==> src/rtl/jtag_mem_pkg.sv <==
// rtl/jtag_mem_pkg.sv - shared types and defaults for the JTAG memory bus master
package jtag_mem_pkg;

  localparam int unsigned AW_DEF   = 32;
  localparam int unsigned DW_DEF   = 32;
  localparam int unsigned STEP_DEF = 4;
  localparam int unsigned ERR_BIT  = DW_DEF;

  typedef enum logic [1:0] {
    ST_IDLE  = 2'd0,
    ST_REQ   = 2'd1,
    ST_RWAIT = 2'd2
  } state_e;

  localparam state_e ST_RESET = ST_IDLE;

endpackage

==> src/rtl/jtag_dr_shift.sv <==
// rtl/jtag_dr_shift.sv - DW+1 bit data DR: parallel capture, LSB-first shift, TDO = SR[0]
module jtag_dr_shift #(
  parameter int unsigned DW = 32
) (
  input  logic          clk_i,
  input  logic          rst_ni,
  input  logic          capture_i,
  input  logic          shift_i,
  input  logic          tdi_i,
  input  logic [DW:0]   cap_data_i,
  output logic [DW-1:0] data_o,
  output logic          tdo_o
);

  logic [DW:0] sr_q, sr_d;

  always_comb begin
    sr_d = sr_q;
    if (capture_i) begin
      sr_d = cap_data_i;
    end else if (shift_i) begin
      sr_d = {tdi_i, sr_q[DW:1]};
    end
  end

  always_ff @(posedge clk_i or negedge rst_ni) begin
    if (!rst_ni) begin
      sr_q <= '0;
    end else begin
      sr_q <= sr_d;
    end
  end

  assign data_o = sr_q[DW-1:0];
  assign tdo_o  = sr_q[0];

endmodule

==> src/rtl/jtag_mem_ctrl.sv <==
// rtl/jtag_mem_ctrl.sv - JTAG-side bus master: address/mode register, pointer, bus FSM, data DR
module jtag_mem_ctrl
  import jtag_mem_pkg::*;
#(
  parameter int unsigned AW   = AW_DEF,
  parameter int unsigned DW   = DW_DEF,
  parameter int unsigned STEP = STEP_DEF
) (
  input  logic          TCK,
  input  logic          RESET_N,
  input  logic [AW-1:0] ADDR_IN,
  input  logic          WR_IN,
  input  logic          INC_IN,
  input  logic          ADDR_UPD,
  input  logic          SEL,
  input  logic          CAPTURE,
  input  logic          SHIFT,
  input  logic          UPDATE,
  input  logic          TDI,
  output logic          TDO,
  output logic          MEM_REQ,
  output logic          MEM_WE,
  output logic [AW-1:0] MEM_ADDR,
  output logic [DW-1:0] MEM_WDATA,
  input  logic          MEM_GNT,
  input  logic          MEM_RVALID,
  input  logic [DW-1:0] MEM_RDATA,
  output logic          BUSY,
  output logic          ERR
);

  state_e        state_q, state_d;
  logic [AW-1:0] ptr_q, ptr_d, maddr_q, maddr_d;
  logic [DW-1:0] rdbuf_q, rdbuf_d, wdata_q, wdata_d;
  logic          mode_wr_q, mode_wr_d, mode_inc_q, mode_inc_d;
  logic          we_q, we_d, err_q, err_d;
  logic [DW-1:0] sr_data;
  logic          sel_cap, sel_upd, sel_shift, busy;
  logic          rd_addr_trig, wr_trig, rd_inc_trig, any_trig, launch;

  assign sel_cap   = SEL & CAPTURE;
  assign sel_upd   = SEL & UPDATE & ~CAPTURE;
  assign sel_shift = SEL & SHIFT & ~CAPTURE & ~UPDATE;
  assign busy      = (state_q != ST_IDLE);

  // An address update owns the cycle, so it suppresses both data-side triggers.
  assign rd_addr_trig = ADDR_UPD & ~WR_IN;
  assign wr_trig      = sel_upd & mode_wr_q & ~ADDR_UPD;
  assign rd_inc_trig  = sel_cap & ~mode_wr_q & mode_inc_q & ~ADDR_UPD;
  assign any_trig     = rd_addr_trig | wr_trig | rd_inc_trig;
  assign launch       = any_trig & ~busy;

  always_comb begin
    state_d    = state_q;
    ptr_d      = ptr_q;
    maddr_d    = maddr_q;
    rdbuf_d    = rdbuf_q;
    wdata_d    = wdata_q;
    mode_wr_d  = mode_wr_q;
    mode_inc_d = mode_inc_q;
    we_d       = we_q;
    // Set beats read-to-clear, so a dropped trigger during CAPTURE stays visible.
    err_d      = (err_q & ~sel_cap) | (busy & any_trig) | (ADDR_UPD & sel_upd);

    if (ADDR_UPD && !(busy && rd_addr_trig)) begin
      ptr_d      = ADDR_IN;
      mode_wr_d  = WR_IN;
      mode_inc_d = INC_IN;
    end else if (rd_inc_trig && !busy) begin
      ptr_d = ptr_q + AW'(STEP);
    end else if (state_q == ST_REQ && MEM_GNT && we_q && mode_inc_q) begin
      ptr_d = ptr_q + AW'(STEP);
    end

    case (state_q)
      ST_IDLE: begin
        if (launch) begin
          state_d = ST_REQ;
          maddr_d = ptr_d;
          we_d    = wr_trig;
          if (wr_trig) wdata_d = sr_data;
        end
      end
      ST_REQ: begin
        if (MEM_GNT) state_d = we_q ? ST_IDLE : ST_RWAIT;
      end
      ST_RWAIT: begin
        if (MEM_RVALID) begin
          rdbuf_d = MEM_RDATA;
          state_d = ST_IDLE;
        end
      end
      default: state_d = ST_IDLE;
    endcase
  end

  always_ff @(posedge TCK or negedge RESET_N) begin
    if (!RESET_N) begin
      state_q    <= ST_RESET;
      ptr_q      <= '0;
      maddr_q    <= '0;
      rdbuf_q    <= '0;
      wdata_q    <= '0;
      mode_wr_q  <= 1'b0;
      mode_inc_q <= 1'b0;
      we_q       <= 1'b0;
      err_q      <= 1'b0;
    end else begin
      state_q    <= state_d;
      ptr_q      <= ptr_d;
      maddr_q    <= maddr_d;
      rdbuf_q    <= rdbuf_d;
      wdata_q    <= wdata_d;
      mode_wr_q  <= mode_wr_d;
      mode_inc_q <= mode_inc_d;
      we_q       <= we_d;
      err_q      <= err_d;
    end
  end

  jtag_dr_shift #(.DW(DW)) u_dr (
    .clk_i      (TCK),
    .rst_ni     (RESET_N),
    .capture_i  (sel_cap),
    .shift_i    (sel_shift),
    .tdi_i      (TDI),
    .cap_data_i ({err_q, rdbuf_q}),
    .data_o     (sr_data),
    .tdo_o      (TDO)
  );

  assign MEM_REQ   = (state_q == ST_REQ);
  assign MEM_WE    = we_q;
  assign MEM_ADDR  = maddr_q;
  assign MEM_WDATA = wdata_q;
  assign BUSY      = busy;
  assign ERR       = err_q;

endmodule

==> config.mk <==
export PLATFORM = sky130hd
export DESIGN_NAME = jtag_mem_ctrl
export DESIGN_NICKNAME = d
export VERILOG_FILES = /design/src/rtl/jtag_mem_pkg.sv /design/src/rtl/jtag_dr_shift.sv /design/src/rtl/jtag_mem_ctrl.sv
export SDC_FILE = /design/constraint.sdc
export NUM_CORES = 1
export LEC_CHECK = 0
export BUFFER_PORTS_ARGS = -buffer_cell sky130_fd_sc_hd__buf_2
export CAP_MARGIN = 0
export CORE_UTILIZATION = 41
export DETAILED_ROUTE_END_ITERATION = 8
export GPL_TIMING_DRIVEN = 0
export HOLD_SLACK_MARGIN = 0.06
export PLACE_DENSITY = 0.64
export SETUP_SLACK_MARGIN = 0.2
export SLEW_MARGIN = 5
export SYNTH_ARGS = -nofsm -noshare
export SYNTH_HDL_FRONTEND = slang
export SYNTH_SLANG_ARGS = --single-unit
export TNS_END_PERCENT = 50
==> constraint.sdc <==
create_clock -name TCK -period 4.5 [get_ports TCK]
set_input_delay 0.45 -clock TCK [delete_from_list [all_inputs] [get_ports TCK]]
set_output_delay 0.45 -clock TCK [all_outputs]
set_load 0.02 [all_outputs]
==> impl_metrics.tcl <==
set metrics [dict create \
    num_vias 5315 \
    area_growth_pct 22.89 \
    cts_tree "yes" \
    ys_ff_latch 167 \
    clock_latency_ns 0.42 \
    vias_per_cell 5.211 \
    p_leak_nw 4.219 \
    dp_hpwl_um 12220 \
    drv_slew 0 \
    pwr_density_cell_nw_per_um2 663.2 \
    syn_area_per_cell_um2 11.71 \
    grt_pass1_vias 5562 \
    grt_pass1_wl_um 27990 \
    ys_warn_count 0 \
    fin_setup_tns_ns 0 \
    place_ws_ns 1.560 \
    first_pass_iters 5 \
    hold_viol_final 0 \
    critPathKind "flip-flop to flip-flop" \
    min_from "MEM_RVALID" \
    synth_edf_count 0 \
    worst-r2r-cell-count 5 \
    crit_path_max_fanout 10 \
    fin_crit_sh_pct 63.88 \
    synth_area_um2 7214 \
    antenna_left 0 \
    fmax_mhz 347.9 \
    fp.dieH_um 134.7 \
    worst_setup_path_start_kind "flip-flop" \
    max-slew-margin-rel_pct 48.21 \
    cts_root_buffer "clkbuf_16" \
    syn_nets 693 \
    grt_setup_unrepaired "false" \
    totalWireLength_um 17040 \
    drv_cap 0 \
    core_area_um2 17240 \
    gr-total-overflow 0 \
    wl_per_cell_um 16.71 \
    period_minus_slack_ns 2.875 \
    yosysSeqAreaShare_pct 57.93 \
    holdPathStages 2 \
    p_clk_share_pct 25.1 \
    numCtsBuffers 17 \
    min_path_type "input port to flip-flop" \
    finalSetupViolCount 0 \
    rows 48 \
    status "finished clean" \
    cts.path.max_buffers 2 \
    die_w_um 134.7 \
    setup_ws_ns 1.625 \
    p_sw_mw 2.089 \
    r2r_slack_ns 1.63 \
    seqPwrFrac_pct 43.5 \
    clk_pin_slew_ns 0.06 \
    drc 0 \
    rr_endpoint "MEM_ADDR[14]" \
    synthCells 616 \
    final_layout_size_suffix_gt1_share_pct 33.50 \
    p_int_mw 3.791 \
    ys_types 41 \
    swShare_pct 35.53 \
    nets 858 \
    grt_max_degree 107 \
    initial_core_util_pct 41.86 \
    h-tree-depth 4 \
    antenna_found_initial 2 \
    worstPathArrival_ns 3.18 \
    gp_congestion 0.8695 \
    async_reset_ff_share_pct 100.0 \
    p_total_mw 5.880 \
    r2r_start "state_q[1]" \
    hold_path_end "state_q[1]" \
    worst_pin_slew_ns 0.7769 \
    ios 145 \
    crit_required_ns 4.80 \
    synth_ff_type "dfrtp_1" \
    endpoint_kind "flip-flop" \
    numClockSinks 167 \
    pwr-share-comb_pct 31.3 \
    drt_iter0_markers 299 \
    skew_ns 0.008074 \
    port_buffers 144 \
    fin_util_pct 51.44 \
    track_usage_pct 19.86 \
    dieArea_um2 18130 \
    ir_drop_mv 0.3190 \
]
[metrics by stage]
stage	hold slack [ns]	instances	area, um2
2_1_floorplan	0.1544	616	7214
3_3_place_gp	0.4482	985	8217
4_1_cts	0.2154	1019	8864
3_5_place_dp	0.4220	986	8254
6_report	0.2331	1020	8866
5_1_grt	0.2154	1019	8864
[per-layer routing]
metal,up-vias,GRT usage [%],wire length (um)
met5,-,0,17
met2,174,33.48,8406
met3,19,5.556,1192
met1,2620,24.47,7185
met4,2,6.742,238
li1,2500,-,-
[power groups by stage]
stage	Sequential [mW]	Combinational (mW)	Clock [mW]
final	2.56	1.84	1.48
after global routing	2.65	2.03	1.58
after CTS	2.56	1.87	1.51
after detailed placement	2.58	1.86	0
after global placement	2.55	1.81	0
after floorplan	2.82	0.926	0
[what timing repair did]
item                                   CTS  global route
buffers inserted                         0             0
hold buffers                             1             0
gates resized for setup                  0             0
endpoints found under the hold margin   61             0
setup endpoints to repair                0             0
[cell usage after synthesis (2+ instances only)]
| master | count | share of area, % |
|---|---|---|
| xnor2_1 | 18 | 2.2 |
| inv_1 | 4 | 0.21 |
| nor4_2 | 8 | 1.4 |
| dfrtp_1 | 167 | 58 |
| and3_1 | 5 | 0.43 |
| o31ai_1 | 2 | 0.21 |
| nand3_1 | 12 | 0.83 |
| nor2b_1 | 3 | 0.26 |
| o21ai_1 | 8 | 0.55 |
| clkbuf_1 | 26 | 1.4 |
| mux2i_1 | 34 | 4.7 |
| nand4_1 | 7 | 0.61 |
| nand2_1 | 68 | 3.5 |
| nand2b_1 | 3 | 0.26 |
| o21ai_0 | 46 | 3.2 |
| o22ai_1 | 5 | 0.43 |
| nor3_1 | 6 | 0.42 |
| and4_1 | 2 | 0.24 |
| nand3b_1 | 2 | 0.21 |
| a22oi_1 | 13 | 1.4 |
| xor2_1 | 11 | 1.3 |
| buf_6 | 2 | 0.31 |
| a21oi_1 | 29 | 2.0 |
| nor2_1 | 42 | 2.2 |
| mux2_2 | 75 | 12 |
| buf_1 | 3 | 0.16 |
[how the worst max path moves through the flow]
stage | from | endpoint | slack (ns) | cells past startpoint
2_1_floorplan | state_q[1] | MEM_ADDR[17] | 2.16 | 6
3_3_place_gp | RESET_N | MEM_WDATA[8] | 0.50 | 1
3_5_place_dp | ADDR_UPD | MEM_ADDR[1] | 1.56 | 6
4_1_cts | state_q[1] | MEM_ADDR[14] | 1.60 | 5
5_1_grt | state_q[1] | MEM_ADDR[14] | 1.47 | 5
6_report | state_q[1] | MEM_ADDR[14] | 1.63 | 5
[critical path: stages, from the launching register on]
cell,delay (ns)
dfrtp_1,0.45
or4b_4,0.57
nand2b_1,0.34
nand2_1,0.39
clkbuf_1,0.58
mux2_2,0.41
[final cells by class]
class,count,area (um2)
flip-flops and latches,167,4179
well taps,225,281.5
fillers,1592,8371
plain buffers,31,131.4
clock buffers,20,456.7
diodes,1,2.502
multi-input cells,414,2889
inverters,4,15.01
repair buffers,146,768.2
clock inverters,12,142.6
[state kept, by name, indices dropped and copies added (netlist names), 2 cells and up]
name / count
MEM_WDATA: 32
rdbuf_q: 32
ptr_q: 32
MEM_ADDR: 32
u_dr.sr_q: 33
state_q: 2
[cell families after synthesis]
| kind of cell | Yosys count | share of synthesized area [%] |
|---|---|---|
| AOI/OAI and AO/OA | 109 | 8.446 |
| xor gates and xnor gates | 29 | 3.521 |
| adders and majority gates | 1 | 0.1734 |
| buffers and inverters | 35 | 2.029 |
| DFF | 167 | 57.93 |
| muxes | 110 | 16.58 |
| and+or+nand+nor | 165 | 11.33 |
[placed cells by master, fill, tap and decap left out, types with 3 or more instances in the layout]
cell / count
clkinvlp_4: 3
and3_1: 5
nor2_1: 42
clkbuf_1: 27
nand2_1: 68
xor2_1: 11
nand2b_1: 3
nand4_1: 7
inv_1: 4
buf_2: 143
o21ai_0: 46
buf_1: 3
mux2_2: 75
o22ai_1: 5
nor4_2: 8
dfrtp_1: 167
clkinv_4: 3
xnor2_1: 18
mux2i_1: 34
a21oi_1: 29
nor3_1: 6
nor2b_1: 3
clkbuf_16: 17
o21ai_1: 8
nand3_1: 12
a22oi_1: 13
No activity file was read; power rests on OpenSTA's default activity.
